$ cat config.mk
export PLATFORM = sky130hd
export DESIGN_NAME = uart_rx
export DESIGN_NICKNAME = d
export VERILOG_FILES = /design/src/rtl/uart_rx.sv
export SDC_FILE = /design/constraint.sdc
export NUM_CORES = 1
export LEC_CHECK = 0
export CAP_MARGIN = 20
export CORE_UTILIZATION = 44
export DETAILED_ROUTE_END_ITERATION = 16
export PLACE_DENSITY = 0.66
export SYNTH_ARGS = -nofsm -noshare
export SYNTH_HDL_FRONTEND = slang
export SYNTH_SLANG_ARGS = --single-unit
$ cat constraint.sdc
create_clock -name clk -period 4.6 [get_ports clk]
set_clock_uncertainty 0.05 [all_clocks]
set_input_delay 0.69 -clock clk [delete_from_list [all_inputs] [get_ports clk]]
set_output_delay 0.69 -clock clk [all_outputs]
set_load 0.05 [all_outputs]
$ cat src/rtl/uart_rx.sv
// 8N1 UART receiver: 2-flop synchronizer, clock-count baud timer, mid-bit sampling,
// one-cycle byte-valid and framing-error strobes, debug view of the FSM state.
module uart_rx #(
  parameter int CLKS_PER_BIT = 4,
  parameter int DATA_BITS    = 8
) (
  input  logic                 clk,
  input  logic                 nRST,
  input  logic                 rx_input_data,
  output logic                 rx,
  output logic [1:0]           rx_state,
  output logic [DATA_BITS-1:0] rx_data,
  output logic                 rx_frame_err
);

  localparam int CNT_W = (CLKS_PER_BIT > 1) ? $clog2(CLKS_PER_BIT) : 1;
  localparam int IDX_W = $clog2(DATA_BITS + 1);

  localparam logic [CNT_W-1:0] HALF_LAST = CNT_W'(CLKS_PER_BIT / 2 - 1);
  localparam logic [CNT_W-1:0] BIT_LAST  = CNT_W'(CLKS_PER_BIT - 1);
  localparam logic [IDX_W-1:0] IDX_LAST  = IDX_W'(DATA_BITS - 1);

  typedef enum logic [1:0] {
    S_IDLE  = 2'b00,
    S_START = 2'b01,
    S_DATA  = 2'b10,
    S_STOP  = 2'b11
  } state_e;

  state_e               state_q, state_d;
  logic                 sync1_q, sync1_d;
  logic                 sync2_q, sync2_d;
  logic [CNT_W-1:0]     cnt_q, cnt_d;
  logic [IDX_W-1:0]     idx_q, idx_d;
  logic [DATA_BITS-1:0] shift_q, shift_d;
  logic [DATA_BITS-1:0] data_q, data_d;
  logic                 rx_q, rx_d;
  logic                 ferr_q, ferr_d;
  logic                 brk_q, brk_d;

  // State and datapath registers with synchronous reset.
  always_ff @(posedge clk) begin
    if (nRST) begin
      state_q <= S_IDLE;
      sync1_q <= 1'b1;
      sync2_q <= 1'b1;
      cnt_q   <= '0;
      idx_q   <= '0;
      shift_q <= '0;
      data_q  <= '0;
      rx_q    <= 1'b0;
      ferr_q  <= 1'b0;
      brk_q   <= 1'b0;
    end else begin
      state_q <= state_d;
      sync1_q <= sync1_d;
      sync2_q <= sync2_d;
      cnt_q   <= cnt_d;
      idx_q   <= idx_d;
      shift_q <= shift_d;
      data_q  <= data_d;
      rx_q    <= rx_d;
      ferr_q  <= ferr_d;
      brk_q   <= brk_d;
    end
  end

  // Next-state logic; sync2_q is the synchronized line.
  always_comb begin
    state_d = state_q;
    case (state_q)
      S_IDLE: begin
        if (!sync2_q) state_d = S_START;
        else          state_d = S_IDLE;
      end
      S_START: begin
        if (cnt_q == HALF_LAST) state_d = sync2_q ? S_IDLE : S_DATA;
        else                    state_d = S_START;
      end
      S_DATA: begin
        if (cnt_q == BIT_LAST && idx_q == IDX_LAST) state_d = S_STOP;
        else                                         state_d = S_DATA;
      end
      S_STOP: begin
        // After a bad stop bit, hold here until the line idles so a break cannot re-trigger.
        if (brk_q)                              state_d = sync2_q ? S_IDLE : S_STOP;
        else if (cnt_q == BIT_LAST && sync2_q)  state_d = S_IDLE;
        else                                    state_d = S_STOP;
      end
      default: state_d = S_IDLE;
    endcase
  end

  // Counters, shift register, captured byte and strobes.
  always_comb begin
    sync1_d = rx_input_data;
    sync2_d = sync1_q;
    cnt_d   = cnt_q + CNT_W'(1);
    idx_d   = idx_q;
    shift_d = shift_q;
    data_d  = data_q;
    rx_d    = 1'b0;
    ferr_d  = 1'b0;
    brk_d   = brk_q;
    case (state_q)
      S_IDLE: begin
        cnt_d = '0;
        idx_d = '0;
        brk_d = 1'b0;
      end
      S_START: begin
        idx_d = '0;
      end
      S_DATA: begin
        if (cnt_q == BIT_LAST) begin
          shift_d                = shift_q >> 1;
          shift_d[DATA_BITS-1]   = sync2_q;
          cnt_d                  = '0;
          idx_d                  = idx_q + IDX_W'(1);
        end else begin
          idx_d = idx_q;
        end
      end
      S_STOP: begin
        if (brk_q) begin
          cnt_d = '0;
        end else if (cnt_q == BIT_LAST) begin
          if (sync2_q) begin
            data_d = shift_q;
            rx_d   = 1'b1;
          end else begin
            ferr_d = 1'b1;
            brk_d  = 1'b1;
            cnt_d  = '0;
          end
        end else begin
          brk_d = brk_q;
        end
      end
      default: begin
        cnt_d = '0;
        idx_d = '0;
      end
    endcase
    if (state_d != state_q) cnt_d = '0;
    else                    cnt_d = cnt_d;
  end

  assign rx           = rx_q;
  assign rx_state     = state_q;
  assign rx_data      = data_q;
  assign rx_frame_err = ferr_q;

endmodule

* Word level (Yosys, flattened, before mapping) *
Index checks and enable logic that the tools add are counted.

cells by class
  mux-type cells = 20
  divide/modulo/power cells = 0
  equality and inequality tests = 8
  reduce and logical (&&, ||, !) cells = 12
  shift-type cells = 0
  $add $sub $neg = 2
  bitwise operators = 3
  order comparisons = 0
  multiply operators = 0

operators with widths
  operator               count
  $mux W2                9
  $pmux W2 S4            1
  $pmux W4 S2            1
  $eq A2 B2 Y1 const B   3
  $mux W1                6
  $pmux W2 S3            1
  $add A4 B1 Y4 const B  1
  $eq A2 B1 Y1 const B   2
  $eq A4 B3 Y1 const B   1
  $mux W4                1
  $reduce_and A2 Y1      2
  $reduce_and A4 Y1      1
  $reduce_bool A2 Y1     2
  $reduce_or A2 Y1       2
  $reduce_or A4 Y1       1
  $not A1 Y1             3
  $reduce_or A3 Y1       1
  $add A2 B1 Y2 const B  1
  $logic_and A1 B1 Y1    2
  $logic_not A2 Y1       1
  $ne A2 B2 Y1           1
  $ne A2 B2 Y1 const B   1
  $pmux W1 S2            1

word-level totals
  memories kept = 0
  bits in registers = 29
  input bits = 3
  logic and storage cells = 55
  memory bits (read-only) = 0
  bits in latches = 0
  bits in writable memories = 0
  output and inout bits = 12

* Depth between registers and ports, before layout *
Gate-level depths: netlist (run 1).

  word-level depth = 7
  depth in mapped cells = 7
  depth with buffers taken out = 7

* Worst setup path after synthesis (run 1) *
OpenSTA, ideal clock, no wires.

  kind = register to register
  start = reg state_q[0] (netlist: rx_state[0])
  end = reg cnt_q[0]
  data arrival time = 1950 ps
  library setup time = 78 ps
  data required time = 4472 ps
  buffers on the path = 0
  clock period less this slack = 2078 ps
  stages on the path, launching flop included = 8
  setup slack = 2522 ps
  cell sequence = dfxtp_1 > inv_1 > ha_1 > and2_2 > a41oi_1 > a32oi_1 > xnor2_1 > nor3_1

on the way
  longest elaborated chain between the ends = 4
  elaborated cells between the ends (all ways) = 8
  those cells by class = 4 x eq/ne; 2 x mux; 2 x reduce/logical

RTL lines
  item                                        RTL line  source
  start, declared                             30        state_e state_q, state_d;
  start signal, assigned                      55        state_q <= state_d;
  $eq A2 B2 Y1, or another cell as far along  71, 105
  $pmux W2 S4                                 71        case (state_q)
  $ne A2 B2 Y1                                145       if (state_d != state_q) cnt_d = '0;
  $reduce_or A2 Y1 (no source line)           -
  end signal, assigned                        58        cnt_q <= cnt_d;
  end, declared                               33        logic [CNT_W-1:0] cnt_q, cnt_d;

Several ways; a longest one is shown, not always the timed one.
A chain may end at the register's enable or synchronous reset.

* Final worst setup path (run 1) *
  start = reg state_q[1] (netlist: rx_state[1])
  end = out rx_state[1]

RTL lines
  item           RTL line  source
  end, declared  11        output logic [1:0] rx_state,

No word-level cell between the ends.

==> results.py, run 1 <==
metrics = {
    "run_status": {
        "run_status": "finished, final reports clean",
    },
    "timing": {
        "finalHoldViolations": 0,
        "setup-violations-final": 0,
        "totalNegativeSetupSlack_ns": 0,
        "slew-limit-headroom_pct": 36.2,
        "fmax_ghz": 0.444,
        "worst-slew-pin-transition_ns": 0.954,
        "final_period_utilization_pct": 49.0,
        "post-route-worst-setup-slack_ns": 2.35,
        "rsz0062_at_grt": "false",
        "final.min_clock_period_ns": 2.25,
        "worst_hold_slack_ns": 0.373,
        "slew_violations": 0,
    },
    "routing": {
        "antenna_violating_nets_post_route": 0,
        "wire_per_inst_microns": 11.4,
        "number_of_vias_per_cell_after_detailed_routing": 5.14,
        "dr.first_iter.drc_count": 24,
        "totalWireLength_microns": 2160,
        "dr.pass1.iters": 4,
        "vias": 976,
        "post-route-drc-count": 0,
    },
    "cts": {
        "clockBufferDepth": 2,
        "resized_after_cts": 0,
        "clockRootBuffer": "clkbuf_4",
        "cts_made_buffers": 5,
        "tritoncts_clock_tree": "done",
        "cts_sinks": 29,
        "hold_buffers": 0,
        "cts_setup_buffers": 0,
        "clk_pin_slew_worst_paths_ns": 0.07,
        "clock_insertion_delay_worst_skew_ns": 0.31,
        "cts_h_tree_depth": 2,
    },
    "floorplan": {
        "std_cell_rows": 18,
        "io_pins": 15,
        "die-width_microns": 53.8,
        "initial_utilization_pct": 47.2,
        "floorplan.die_area_sq_um": 2890,
        "die_h_microns": 53.8,
        "core_area_sq_um": 2500,
    },
    "worst_hold_path": {
        "min_path_type": "reg -> reg",
        "depth_of_the_worst_hold_timing_path": 1,
        "worst_hold_startpoint": "sync1_q$_SDFF_PP1_",
        "timing.hold.worst_endpoint": "sync2_q$_SDFF_PP1_",
    },
    "synthesis": {
        "synth_area_leader_cell": "dfxtp_1",
        "synth.ff_latch_count": 29,
        "yosysMostFrequentCell": "nand2_1",
        "ys_seq_area_share_pct": 49.2,
        "synthTopCellsByArea": "dfxtp_1 (49%), nand2_1 (12%), a21oi_1 (8.1%), ha_1 (7.4%), nor2_1 (3.8%)",
        "synth_cell_types": 25,
        "postSynthAreaPerCell_sq_um": 8.14,
        "ys_warn_count": 0,
        "synth.net_count": 155,
        "synth_enable_flop_cells": 0,
        "synthCells": 145,
        "synthArstFlopShare_pct": 0,
        "yosys_most_used_dff": "dfxtp_1",
        "yosys-top-cells-count": "nand2_1 (37), dfxtp_1 (29), a21oi_1 (19)",
        "mappedNetlistArea_sq_um": 1180,
        "synth_largest_type_area_fraction_pct": 49.2,
    },
    "cells_and_area": {
        "stdcell_count": 190,
        "finalInstanceArea_sq_um": 1390,
        "layout.nets": 170,
        "syn2layout_area_growth_pct": 17.8,
        "filler_cell_count": 236,
        "antenna_cells": 0,
        "share_of_final_layout_standard_cells_stronger_than_drive_strength_1_pct": 5.63,
        "post-route-util_pct": 55.6,
    },
    "run": {
        "cap_viol_max_count": 0,
    },
    "global_route": {
        "grtUsageTotal_pct": 18.2,
        "grt_antenna_before_repair": 0,
        "grt_pass1_vias": 852,
        "grt_pass1_wl_microns": 3650,
        "grt_overflow_total": 0,
        "grt_max_degree": 30,
    },
    "worst_setup_path": {
        "r2r_cells": 7,
        "critPathKind": "reg -> out",
        "crit_path_start_kind": "flop",
        "path_cells": "clkdlybuf4s50_1",
        "r2r_end": "cnt_q[0]$_SDFF_PP0_",
        "cp.buffers_inverters": 1,
        "crit_arrival_ns": 1.51,
        "cp-end-kind": "output pin",
        "timing.critical_path.required_ns": 3.86,
        "critical-path-slowest-cell": "clkdlybuf4s50_1",
        "reg2reg_slack_ns": 2.62,
        "critical_path_peak_fanout": 4,
        "family_with_the_most_delay_on_the_worst_path": "buffers and inverters",
        "slowest_delay_ns": 0.82,
        "worst_r2r_startpoint": "rx_state[0]$_SDFF_PP0_",
    },
    "power_and_ir_drop": {
        "p_total_mw": 0.419,
        "power.leakage_nw": 0.495,
        "ir_worst_vdd_v": 0.000195,
        "cellPowerDensity_nw_per_um2": 302,
    },
    "placement": {
        "detailedPlace.worstSlack_ns": 2.17,
        "numPortBuffers": 14,
        "placed_area_sq_um": 1340,
        "place.gp.congestion": 0.783,
        "detailed_place_hpwl_microns": 1510,
        "dp_cells": 183,
    },
}
==> per-layer routing <==
metal	GRT usage (%)	vias to the layer above	share of wire (%)
met2	27.6	18	43
met3	5.93	7	3.4
met5	0	-	0
met4	9.21	0	2.1
met1	22.8	445	51
li1	-	506	-
==> worst max path at each step <==
stage                                 startpoint                   to  slack (ns)  cells after the start
after floorplan           rx_state[0]$_SDFF_PP0_  cnt_q[0]$_SDFF_PP0_        2.52                      7
after global placement                      nRST  cnt_q[1]$_SDFF_PP0_        2.21                      3
after detailed placement                    nRST  cnt_q[1]$_SDFF_PP0_        2.17                      3
after CTS                 rx_state[1]$_SDFF_PP0_          rx_state[1]        2.32                      1
after global routing      rx_state[0]$_SDFF_PP0_          rx_state[0]        2.28                      1
final                     rx_state[1]$_SDFF_PP0_          rx_state[1]        2.35                      1
==> layout by cell type, fill, tap and decap left out, drive strengths merged <==
cell type	n
nand2	37
dfxtp	29
a21oi	19
clkdlybuf4s50	14
nor2	12
ha	7
clkbuf	7
inv	6
o21ai	4
nor3	4
nor2b	3
nand3	2
a211oi	2
or2	2
xnor2	2
and2	1
and3	1
a22oi	1
a31oi	1
nand2b	1
a41oi	1
a32oi	1
or3	1
a311oi	1
nor3b	1
==> layout make-up <==
type                            instances  area [sq um]  share of cell area (%)
Multi-Input combinational cell        104           554                    39.9
Clock buffer                            7          55.1                    3.96
Sequential cell                        29           581                    41.8
Timing Repair Buffer                   14           140                    10.1
Tap cell                               30          37.5                    2.70
Inverter                                6          22.5                    1.62
==> flip-flops by register name (all words and copies together), names as in the netlist <==
name / flops
idx_q: 4
sync2_q: 1
sync1_q: 1
rx_data: 8
rx_state: 2
cnt_q: 2
shift_q: 8
rx: 1
brk_q: 1
rx_frame_err: 1
==> report_power, final <==
part / internal (mW) / total, mW / switching (mW)
clock: 0.0720 / 0.148 / 0.0764
sequential: 0.252 / 0.254 / 0.00142
combinational: 0.00642 / 0.0171 / 0.0107
total: 0.331 / 0.419 / 0.0885
==> cells by family (layout without fill, tap and decap cells) <==
kind of cell    count (synthesis)  in the layout  share of synthesized area, %
xor+xnor                        2              2                          1.48
compound gates                 30             30                          14.4
buf+inv                        12             27                          3.82
flops                          29             29                          49.2
fa+ha+maj                       7              7                          7.42
simple gates                   65             65                          23.6
No activity file was read; power rests on OpenSTA's default activity.
==> run 2, diff against run 1 <==
--- a/config.mk
+++ b/config.mk
@@ -8,7 +8,7 @@
 export CAP_MARGIN = 20
 export CORE_UTILIZATION = 44
 export DETAILED_ROUTE_END_ITERATION = 16
-export PLACE_DENSITY = 0.66
+export PLACE_DENSITY = 0.68
 export SYNTH_ARGS = -nofsm -noshare
 export SYNTH_HDL_FRONTEND = slang
 export SYNTH_SLANG_ARGS = --single-unit
==> constraint.sdc (replaced) <==
create_clock -name clk -period 1.8 [get_ports clk]
set_clock_uncertainty 0.05 [all_clocks]
set_input_delay 0.27 -clock clk [delete_from_list [all_inputs] [get_ports clk]]
set_output_delay 0.27 -clock clk [all_outputs]
set_load 0.05 [all_outputs]
==> run 2 against run 1 <==
Effect of this change: sequential power rose to 2.6 times the previous value; largest cell class unchanged; global-route usage up 1.3 points; sequential share of layout area down 1.3 points; highest routed layer unchanged; power rose to 2.6 times the previous value; critical path depth up 6; critical endpoint is now cnt_q[1]$_SDFF_PP0_; critical path type is now reg -> reg; first-iteration DRC count down 13%.
==> results.py, run 2 (synthesis results as in run 1) <==
metrics = {
    "run_status": {
        "run_status": "finished, final reports clean",
    },
    "power_and_ir_drop": {
        "cellPowerDensity_nw_per_um2": 748,
        "p_comb_share_pct": 4.6,
        "p_total_mw": 1.08,
        "seqPwrFrac_pct": 59.9,
        "cellInternalPower_mw": 0.813,
        "power.switching_fraction_pct": 24.9,
        "clock_power_share_pct": 35.5,
        "power.leakage_nw": 0.620,
        "power.switching_mw": 0.270,
        "ir_worst_vdd_v": 0.000540,
    },
    "timing": {
        "rsz0062_at_grt": "false",
        "slew-limit-headroom_pct": 66.7,
        "finalHoldViolations": 0,
        "final_period_utilization_pct": 91.6,
        "slew_violations": 0,
        "final.min_clock_period_ns": 1.65,
        "totalNegativeSetupSlack_ns": 0,
        "fmax_ghz": 0.607,
        "worst-slew-pin-transition_ns": 0.498,
        "worst_hold_slack_ns": 0.378,
        "setup-violations-final": 0,
    },
    "worst_setup_path": {
        "critPathKind": "reg -> reg",
        "crit_path_start_kind": "flop",
        "r2r_end": "cnt_q[1]$_SDFF_PP0_",
        "worst_r2r_startpoint": "rx_state[0]$_SDFF_PP0_",
        "cp-end-kind": "flop",
        "r2r_cells": 7,
        "timing.critical_path.required_ns": 2.02,
        "critical_path_peak_fanout": 4,
        "reg2reg_slack_ns": 0.15,
        "crit_arrival_ns": 1.87,
    },
    "cts": {
        "clock_insertion_delay_worst_skew_ns": 0.34,
        "tritoncts_clock_tree": "done",
        "clockRootBuffer": "clkbuf_4",
        "cts_made_buffers": 5,
        "cts_sinks": 29,
        "cts_h_tree_depth": 2,
        "clockBufferDepth": 2,
        "clk_pin_slew_worst_paths_ns": 0.10,
        "hold_buffers": 0,
    },
    "run": {
        "cap_viol_max_count": 0,
    },
    "cells_and_area": {
        "multi_input_comb_area_sq_um": 579,
        "share_of_final_layout_standard_cells_stronger_than_drive_strength_1_pct": 15.7,
        "stdcell_count": 196,
        "filler_cell_count": 215,
        "antenna_cells": 0,
        "layout_commonest_cell": "nand2_1",
        "syn2layout_area_growth_pct": 22.7,
        "final-seq-area_sq_um": 586,
        "post-route-util_pct": 57.9,
        "layout.nets": 175,
        "layout.cells.most_common_list": "nand2_1 (37), dfxtp_1 (27), a21oi_1 (19)",
    },
    "placement": {
        "dp_cells": 188,
        "numPortBuffers": 14,
        "place.gp.congestion": 0.811,
        "detailed_place_hpwl_microns": 1620,
    },
    "global_route": {
        "grt_pass1_vias": 927,
        "grt_overflow_total": 0,
        "grt_antenna_before_repair": 0,
        "grtUsageTotal_pct": 19.4,
        "grt_max_degree": 22,
        "grt_pass1_wl_microns": 3880,
    },
    "floorplan": {
        "io_pins": 15,
        "core_area_sq_um": 2500,
        "floorplan.die_area_sq_um": 2890,
        "die-width_microns": 53.8,
        "std_cell_rows": 18,
        "die_h_microns": 53.8,
        "initial_utilization_pct": 47.2,
    },
    "worst_hold_path": {
        "depth_of_the_worst_hold_timing_path": 1,
        "min_path_type": "reg -> reg",
        "worst_hold_startpoint": "sync1_q$_SDFF_PP1_",
        "timing.hold.worst_endpoint": "sync2_q$_SDFF_PP1_",
    },
    "routing": {
        "wire_per_inst_microns": 11.7,
        "top_layer": "met4",
        "met1_wire_length_microns": 1010,
        "dr.pass1.iters": 4,
        "number_of_vias_per_cell_after_detailed_routing": 5.19,
        "met3_wire_length_microns": 98,
        "post-route-drc-count": 0,
        "totalWireLength_microns": 2290,
        "route.met2.wl_microns": 1140,
        "antenna_violating_nets_post_route": 0,
        "vias": 1018,
        "dr.first_iter.drc_count": 21,
    },
}
[run 2: changes by cell type in the layout (fill, tap and decap cells not counted), moves of 2 or more]
cell             delta
buf_4               +9
clkdlybuf4s50_1    -12
clkinv_2            +2
dfxtp_1             -2
dlygate4sd2_1       +5
dlymetal6s2s_1      +3
[run 2: cell type report]
class / count / area share, %
inverters: 6 / 1.56
clock buffers: 5 / 2.59
flip-flops and latches: 29 / 40.4
repair buffers: 19 / 11.7
clock inverters: 3 / 1.12
multi-input cells: 104 / 40.0
well taps: 30 / 2.59
[run 2: worst max path at each step]
stage | slack (ns) | from | to
after global routing | 0.03 | rx_state[0]$_SDFF_PP0_ | idx_q[3]$_SDFFE_PP0P_
after floorplan | 0.03 | rx_state[0]$_SDFF_PP0_ | cnt_q[0]$_SDFF_PP0_
after detailed placement | 0.10 | rx_state[0]$_SDFF_PP0_ | cnt_q[1]$_SDFF_PP0_
final | 0.15 | rx_state[0]$_SDFF_PP0_ | cnt_q[1]$_SDFF_PP0_
after global placement | 0.21 | rx_state[0]$_SDFF_PP0_ | cnt_q[0]$_SDFF_PP0_
after CTS | 0.0006 | rx_data[0]$_SDFFE_PP0P_ | rx_data[0]
[run 2: power groups by stage]
stage | Sequential [mW] | Clock (mW) | Combinational [mW]
2_1_floorplan | 0.667 | 0 | 0.0272
3_3_place_gp | 0.663 | 0 | 0.0439
3_5_place_dp | 0.663 | 0 | 0.0441
6_report | 0.648 | 0.384 | 0.0498
4_1_cts | 0.648 | 0.397 | 0.0447
5_1_grt | 0.649 | 0.423 | 0.0543
[run 2: metal layers]
layer	vias up	track usage, %
li1	517	-
met4	0	13.6
met3	5	6.21
met1	481	21.1
met5	-	0
met2	15	31.7
[run 2: stage by stage]
step           setup WS, ns  cell area [sq um]
6_report              0.152               1450
5_1_grt              0.0271               1450
4_1_cts            0.000603               1420
3_5_place_dp          0.103               1370
3_3_place_gp          0.207               1370
2_1_floorplan        0.0342               1180
[run 2: repair_timing]
action                                 in CTS  in global routing
buffers inserted                            0                  0
endpoints found under the hold margin       0                  0
pin swaps                                   0                  3
gates cloned                                0                  0
setup endpoints to repair                   5                  5
gates resized for setup                     5                  7
[run 2: critical path, stage by stage, from the launching register on]
cell     delay (ns)
dfxtp_4        0.37
inv_1          0.08
ha_1           0.22
and2_2         0.21
a41oi_2        0.15
a32oi_2        0.16
xnor2_2        0.17
nor3_1         0.17
